`src/rtl/buffer_wr_arbiter.sv`:
```
// Round-robin arbiter for the write port of the 8-entry dual-clock buffer.
// Hands out bounded bursts to one requester at a time and stalls on buffer_full.
// After buffer_full it drains until buffer_empty, so the buffer write pointer can rewind.
module buffer_wr_arbiter #(
    parameter int N_REQ     = 4,
    parameter int DW        = 16,
    parameter int MAX_BURST = 4
) (
    input  logic                       clk_1,
    input  logic                       rst,
    input  logic [N_REQ-1:0]           req,
    input  logic [N_REQ*DW-1:0]        req_data,
    output logic [N_REQ-1:0]           req_ready,
    input  logic                       buffer_full,
    input  logic                       buffer_empty,
    output logic [DW-1:0]              data_1,
    output logic                       data_1_en,
    output logic                       grant_valid,
    output logic [$clog2(N_REQ)-1:0]   grant_id,
    output logic [15:0]                word_count
);

    localparam int IW = $clog2(N_REQ);
    localparam int CW = $clog2(MAX_BURST + 1);

    typedef enum logic [1:0] {
        S_IDLE,
        S_BURST,
        S_DRAIN
    } state_t;

    state_t          r_state;
    state_t          w_state_next;

    logic [IW-1:0]   r_owner;
    logic [IW-1:0]   r_rr_ptr;
    logic [CW-1:0]   r_burst_cnt;
    logic [15:0]     r_word_count;

    logic [IW-1:0]   w_winner;
    logic            w_found;
    logic [IW-1:0]   w_rr_next;
    logic            w_accept;
    logic            w_burst_last;
    logic [DW-1:0]   w_slices [N_REQ];

    // State register
    always_ff @(posedge clk_1) begin
        if (rst) begin
            r_state <= S_IDLE;
        end else begin
            r_state <= w_state_next;
        end
    end

    // Round-robin search that starts at r_rr_ptr and wraps modulo N_REQ
    always_comb begin
        int unsigned w_idx;
        w_winner = '0;
        w_found  = 1'b0;
        w_idx    = 0;
        for (int unsigned k = 0; k < N_REQ; k++) begin
            w_idx = (32'(r_rr_ptr) + k) % N_REQ;
            if (!w_found && req[IW'(w_idx)]) begin
                w_winner = IW'(w_idx);
                w_found  = 1'b1;
            end
        end
        w_rr_next = (w_winner == IW'(N_REQ - 1)) ? '0 : w_winner + IW'(1);
    end

    // Next-state logic. buffer_full has priority over every other exit.
    always_comb begin
        w_state_next = r_state;
        case (r_state)
            S_IDLE: begin
                if (buffer_full) begin
                    w_state_next = S_DRAIN;
                end else if (|req) begin
                    w_state_next = S_BURST;
                end
            end
            S_BURST: begin
                if (buffer_full) begin
                    w_state_next = S_DRAIN;
                end else if (w_accept && w_burst_last) begin
                    w_state_next = S_IDLE;
                end else if (!req[r_owner]) begin
                    w_state_next = S_IDLE;
                end
            end
            S_DRAIN: begin
                if (buffer_empty) begin
                    w_state_next = S_IDLE;
                end
            end
            default: w_state_next = S_IDLE;
        endcase
    end

    // Outputs. Only the owner's req bit reaches data_1_en, so X on the
    // req_data of other requesters cannot reach the buffer enable.
    always_comb begin
        req_ready    = '0;
        grant_valid  = (r_state == S_BURST);
        w_accept     = (r_state == S_BURST) && req[r_owner] && !buffer_full;
        w_burst_last = (r_burst_cnt == CW'(MAX_BURST - 1));
        if ((r_state == S_BURST) && !buffer_full) begin
            req_ready[r_owner] = 1'b1;
        end
        data_1_en = w_accept;
    end

    // Split the packed request data into one word per requester for the data_1 mux
    always_comb begin
        for (int unsigned i = 0; i < N_REQ; i++) begin
            w_slices[i] = req_data[i*DW +: DW];
        end
    end

    assign data_1     = w_slices[r_owner];
    assign grant_id   = r_owner;
    assign word_count = r_word_count;

    // Owner, round-robin pointer and counters
    always_ff @(posedge clk_1) begin
        if (rst) begin
            r_owner      <= '0;
            r_rr_ptr     <= '0;
            r_burst_cnt  <= '0;
            r_word_count <= '0;
        end else begin
            if ((r_state == S_IDLE) && !buffer_full && w_found) begin
                r_owner     <= w_winner;
                r_rr_ptr    <= w_rr_next;
                r_burst_cnt <= '0;
            end
            if (w_accept) begin
                r_burst_cnt  <= r_burst_cnt + CW'(1);
                r_word_count <= r_word_count + 16'd1;
            end
        end
    end

endmodule

```
`config.mk`:
```
export PLATFORM = sky130hd
export DESIGN_NAME = buffer_wr_arbiter
export DESIGN_NICKNAME = d
export VERILOG_FILES = /design/src/rtl/buffer_wr_arbiter.sv
export SDC_FILE = /design/constraint.sdc
export NUM_CORES = 1
export LEC_CHECK = 0
export BUFFER_PORTS_ARGS = -buffer_cell sky130_fd_sc_hd__buf_2
export CORE_AREA = 3 3 66 68
export CTS_CLUSTER_SIZE = 20
export DETAILED_ROUTE_END_ITERATION = 10
export DIE_AREA = 0 0 69 71
export PLACE_DENSITY = 0.83
export SLEW_MARGIN = 20
export SYNTH_ARGS = -nofsm -noshare
export SYNTH_HDL_FRONTEND = slang
export SYNTH_SLANG_ARGS = --single-unit
```
`constraint.sdc`:
```
create_clock -name clk_1 -period 2.4 [get_ports clk_1]
set_input_delay 0.24 -clock clk_1 [delete_from_list [all_inputs] [get_ports clk_1]]
set_output_delay 0.24 -clock clk_1 [all_outputs]
set_load 0.01 [all_outputs]
```
Word-level counts from Yosys, hierarchy flattened
Cells that the tools add are included.
Widths: inputs -> output; s select.
{ "op_classes": {"addsub": 6, "n_lt_le_gt_ge": 7, "n_eq_ne": 7, "muxes": 34, "bitwise_logic": 1, "n_reduce_logical": 18} }
{ "op_table": {"columns": ["operator", "count"], "rows": [
  ["$bmux 16 s2", 1],
  ["$mux 16", 2],
  ["$mux 2", 11],
  ["$add 16x1->16 const B", 1],
  ["$lt 2x3->1 const B", 5],
  ["$bmux 1 s2", 5],
  ["$logic_and 1x1->1", 10],
  ["$mux 1", 10],
  ["$mux 3", 2],
  ["$pmux 2 s3", 1],
  ["$add 2x1->2 const B", 2],
  ["$add 2x2->2 const B", 2],
  ["$eq 2x2->1 const B", 2],
  ["$logic_not 1->1", 4],
  ["$mux 4", 1],
  ["$ne 4x4->1 const B", 1],
  ["$reduce_or 4->1", 1],
  ["$add 3x1->3 const B", 1],
  ["$eq 3x2->1 const B", 1],
  ["$ge 3x3->1 const B", 1],
  ["$ne 3x3->1 const B", 1],
  ["$not 2->3", 1],
  ["$reduce_and 3->1", 1],
  ["$demux 1 s2", 1],
  ["other kinds (5)", 5]
]} }
{ "totals": {"regBits": 25, "input_bits": 72, "output_inout_bits": 40, "wordCells": 78} }

Logic depth before layout (Yosys ltp)
{ "depth": {"ltp_word": 15, "depth_mapped": 7, "depth_no_buf": 6} }

Least setup slack after synthesis
Ideal clock, no wire load.
{ "synth_timing": {"kind": "reg2reg", "start": "reg r_owner[0] (netlist: grant_id[0])", "end": "reg r_word_count[12] (netlist: word_count[12])", "setup_ns": 0.128, "t_arrival_ns": 1.602, "required_time_ns": 2.272, "path_slack_ns": 0.670, "path_stages_with_launch": 7, "n_path_buf": 1, "synth_period_minus_slack_ns": 1.730, "path_cell_list": "dfxtp_1 mux4_2 and3_1 buf_6 nand4_1 xor2_1 nor2_1"} }
{ "synth_between": {"elab_chain_cells": 4} }
{ "synth_rtl": {"columns": ["item", "line", "source"], "rows": [
  ["start: declaration", "35", "logic [IW-1:0] r_owner;"],
  ["start signal: assignment", "134", "r_owner <= w_winner;"],
  ["$bmux 1 s2", "106", "w_accept = (r_state == S_BURST) && req[r_owner] && !buffer_full;"],
  ["$mux 1 (implied by the code)", "106", null],
  ["$logic_and 1x1->1 (2 in series)", "106", null],
  ["end signal: assignment", "140", "r_word_count <= r_word_count + 16'd1;"],
  ["end: declaration", "38", "logic [15:0] r_word_count;"]
]} }
Every way passes these cells. The select of a mux whose other input is x is not followed.
A chain may end at the register's enable or synchronous reset.

Worst setup path in the final report
{ "layout_timing": {"start": "reg r_owner[0] (netlist: grant_id[0])", "end": "out data_1[0]"} }
{ "layout_between": {"elab_chain_cells": 4} }
{ "layout_rtl": {"columns": ["item", "line", "source"], "rows": [
  ["$not 2->3 (implied by the code)", "121", "assign data_1 = w_slices[r_owner];"],
  ["$bmux 16 s2", "121", null],
  ["$mux 16 (implied by the code) (2 in series)", "121", null],
  ["end: declaration", "16", "output logic [DW-1:0] data_1,"]
]} }
Every way passes these cells. The select of a mux whose other input is x is not followed.

==> results_dict.tcl <==
set metrics [dict create \
    endpoint_kind "output port" \
    die_h_um 71 \
    leakage_nw 1.09 \
    initial_core_util 0.438 \
    outcome "finished clean" \
    ys_seq_area_frac 0.292 \
    dpl.hpwl_mm 4.04 \
    drv_slew 0 \
    cts_hold_buf 0 \
    grt-ovfl-total 0 \
    fin_crit_ns 1.94 \
    synth_edf_count 0 \
    grt_util_met2 0.375 \
    critPathMaxFanout 22 \
    rsz0062_at_grt "no" \
    synth-xor-area-share 0.0766 \
    grt_max_degree 28 \
    synth_warnings 0 \
    vias 1839 \
    area_delta_synth_final_pct 36.5 \
    drcViolationCount 0 \
    detail-route-antenna-nets 0 \
    multiInputGateArea_mm2 0.00114 \
    tightest_slew_ns 0.681 \
    synthMuxAreaShare 0.236 \
    h-tree-depth 1 \
    clockBufferDepth 2 \
    hold_class "in2reg" \
    final_core_util 0.598 \
    period_share 0.807 \
    cts_sinks 25 \
    synth-simple-area-share 0.231 \
    drive_gt1_frac 0.495 \
    dieArea_mm2 0.00490 \
    netlist_top_cells_area "dfxtp_1 (29%), mux4_2 (22%), xor2_1 (5.6%)" \
    syn_area_mm2 0.00172 \
    syn-instance-count 179 \
    port_buffers 111 \
    grt_most_used_layer "met2" \
    start_kind "flop" \
    vias_per_cell 5.49 \
    rows 23 \
    worst_ep_arrival_time_ns 1.70 \
    synth_top_family_by_area "multiplexers" \
    cap_violations 0 \
    worstSkewPairLatency_ns 0.26 \
    cts_resized 0 \
    design.core.area_mm2 0.00391 \
    wl_per_cell_um 15.0 \
    gp_congestion 0.827 \
    synth_cell_types 39 \
    setup_slack_ns 0.464 \
    n_fill_cell 358 \
    layout.area.seq_um2 500 \
    antenna_found_initial 0 \
    synth_commonest_cells "dfxtp_1 (25), nor2_1 (23), mux4_2 (17), nand4_1 (11), xor2_1 (11)" \
    path_class "reg2out" \
    fmax_mhz 517 \
    dr.pass1.iters 4 \
    setup_viol_count_final 0 \
    slew_headroom 0.541 \
    antenna_cells 0 \
    synth_nets 254 \
    ios 112 \
    hold_violations 0 \
    met1_usage 0.233 \
    critPathRequiredTime_ns 2.16 \
    synth-seq-cells 25 \
    die_x_um 69 \
    irDropWorstVdd_mv 0.223 \
    avgSynthCellArea_um2 9.58 \
    grtUsageTotal 0.200 \
    drt_iter0_markers 64 \
    synthAdderAreaFrac 0.0277 \
    finalNetCount 361 \
    grt_pass1_vias 1737 \
    cts_inserted_buffers 3 \
    yosysTopAreaCellShare 0.292 \
    yosys.area.top_type "dfxtp_1" \
    power_density_mw_per_mm2 419 \
    ys_async_sr_fraction 0 \
    routed_wl_mm 5.03 \
    fin_worst_skew_ns 0.00133 \
    clk_pin_slew_ns 0.08 \
    cts_tree "yes" \
    cts_setup_buffers 0 \
    pre_cts_slack_ns 0.721 \
    use_met3 0.0440 \
    grt_first_pass_wirelength_mm 8.22 \
    yosysMostFrequentCell "dfxtp_1" \
    synth_compound_area_frac 0.0912 \
    finalSetupTns_ns 0 \
    synth_ff_type "dfxtp_1" \
    clock-root-buffer "clkbuf_8" \
]
[worst max-delay path, stage by stage, from the launching register on]
cell	delay, ns
dfxtp_1	0.36
buf_4	0.35
mux4_2	0.56
buf_2	0.16
[report_power, final]
part           switching, mW  internal, mW
sequential            0.0169         0.426
clock                  0.128         0.116
combinational          0.137         0.157
total                  0.282         0.699
[routing by layer]
| metal | wire (µm) | part of all wire |
|---|---|---|
| met2 | 2660 | 0.53 |
| met3 | 301 | 0.060 |
| met5 | 0 | 0 |
| met4 | 47 | 0.0093 |
| met1 | 2030 | 0.40 |
[worst paths after layout]
kind | cells past startpoint | slack [ns] | end | from
max | 3 | 0.46 | data_1[0] | grant_id[0]
min reg2reg | 2 | 0.49 | r_burst_cnt[1] | r_burst_cnt[1]
max reg2reg | 4 | 0.69 | r_rr_ptr[1] | r_state[1]
min | 3 | 0.26 | r_state[1] | buffer_full
[logic make-up after synthesis]
family / Yosys count
adders and majority gates: 4
DFF: 25
buffers and inverters: 18
xor gates and xnor gates: 15
and+or+nand+nor: 74
muxes: 19
AOI/OAI and AO/OA: 24
[per-stage QoR]
stage / power, mW / hold WS (ns) / instance area, µm² / instances
2_1_floorplan: 0.624 / 0.384 / 1720 / 179
3_3_place_gp: 0.738 / 0.460 / 2300 / 331
3_5_place_dp: 0.748 / 0.475 / 2300 / 331
4_1_cts: 0.987 / 0.260 / 2340 / 335
5_1_grt: 1.04 / 0.279 / 2340 / 335
6_report: 0.980 / 0.259 / 2340 / 335
[area by class of cell]
type / instances / area share
multi-input combinational: 136 / 0.485
timing repair buffer: 113 / 0.244
sequential: 25 / 0.214
tap: 50 / 0.0267
clock buffer: 3 / 0.0176
inverter: 7 / 0.0112
clock inverter: 1 / 0.00214
[cells in the final DEF (no fill, tap or decap), types with 2 or more instances in the layout]
cell      netlist  layout
buf_2           3     111
dfxtp_1        25      25
nor2_1         23      23
mux4_2         17      17
nand4_1        11      11
xor2_1         11      11
nand2_1         9       9
a21oi_1         9       9
inv_1           6       6
and3_1          6       6
o21ai_0         6       6
nand3_1         5       5
nand2b_1        5       5
nor3_1          4       4
xnor2_1         4       4
nor2b_1         3       3
ha_1            3       3
clkbuf_8        0       3
nor3b_1         2       2
a221oi_1        2       2
buf_4           0       2
[state kept, by name, indices dropped and copies added (netlist names), named ones only]
signal       cells
grant_id         2
word_count      16
r_state          2
r_burst_cnt      3
r_rr_ptr         1
No activity file was read; power rests on OpenSTA's default activity.
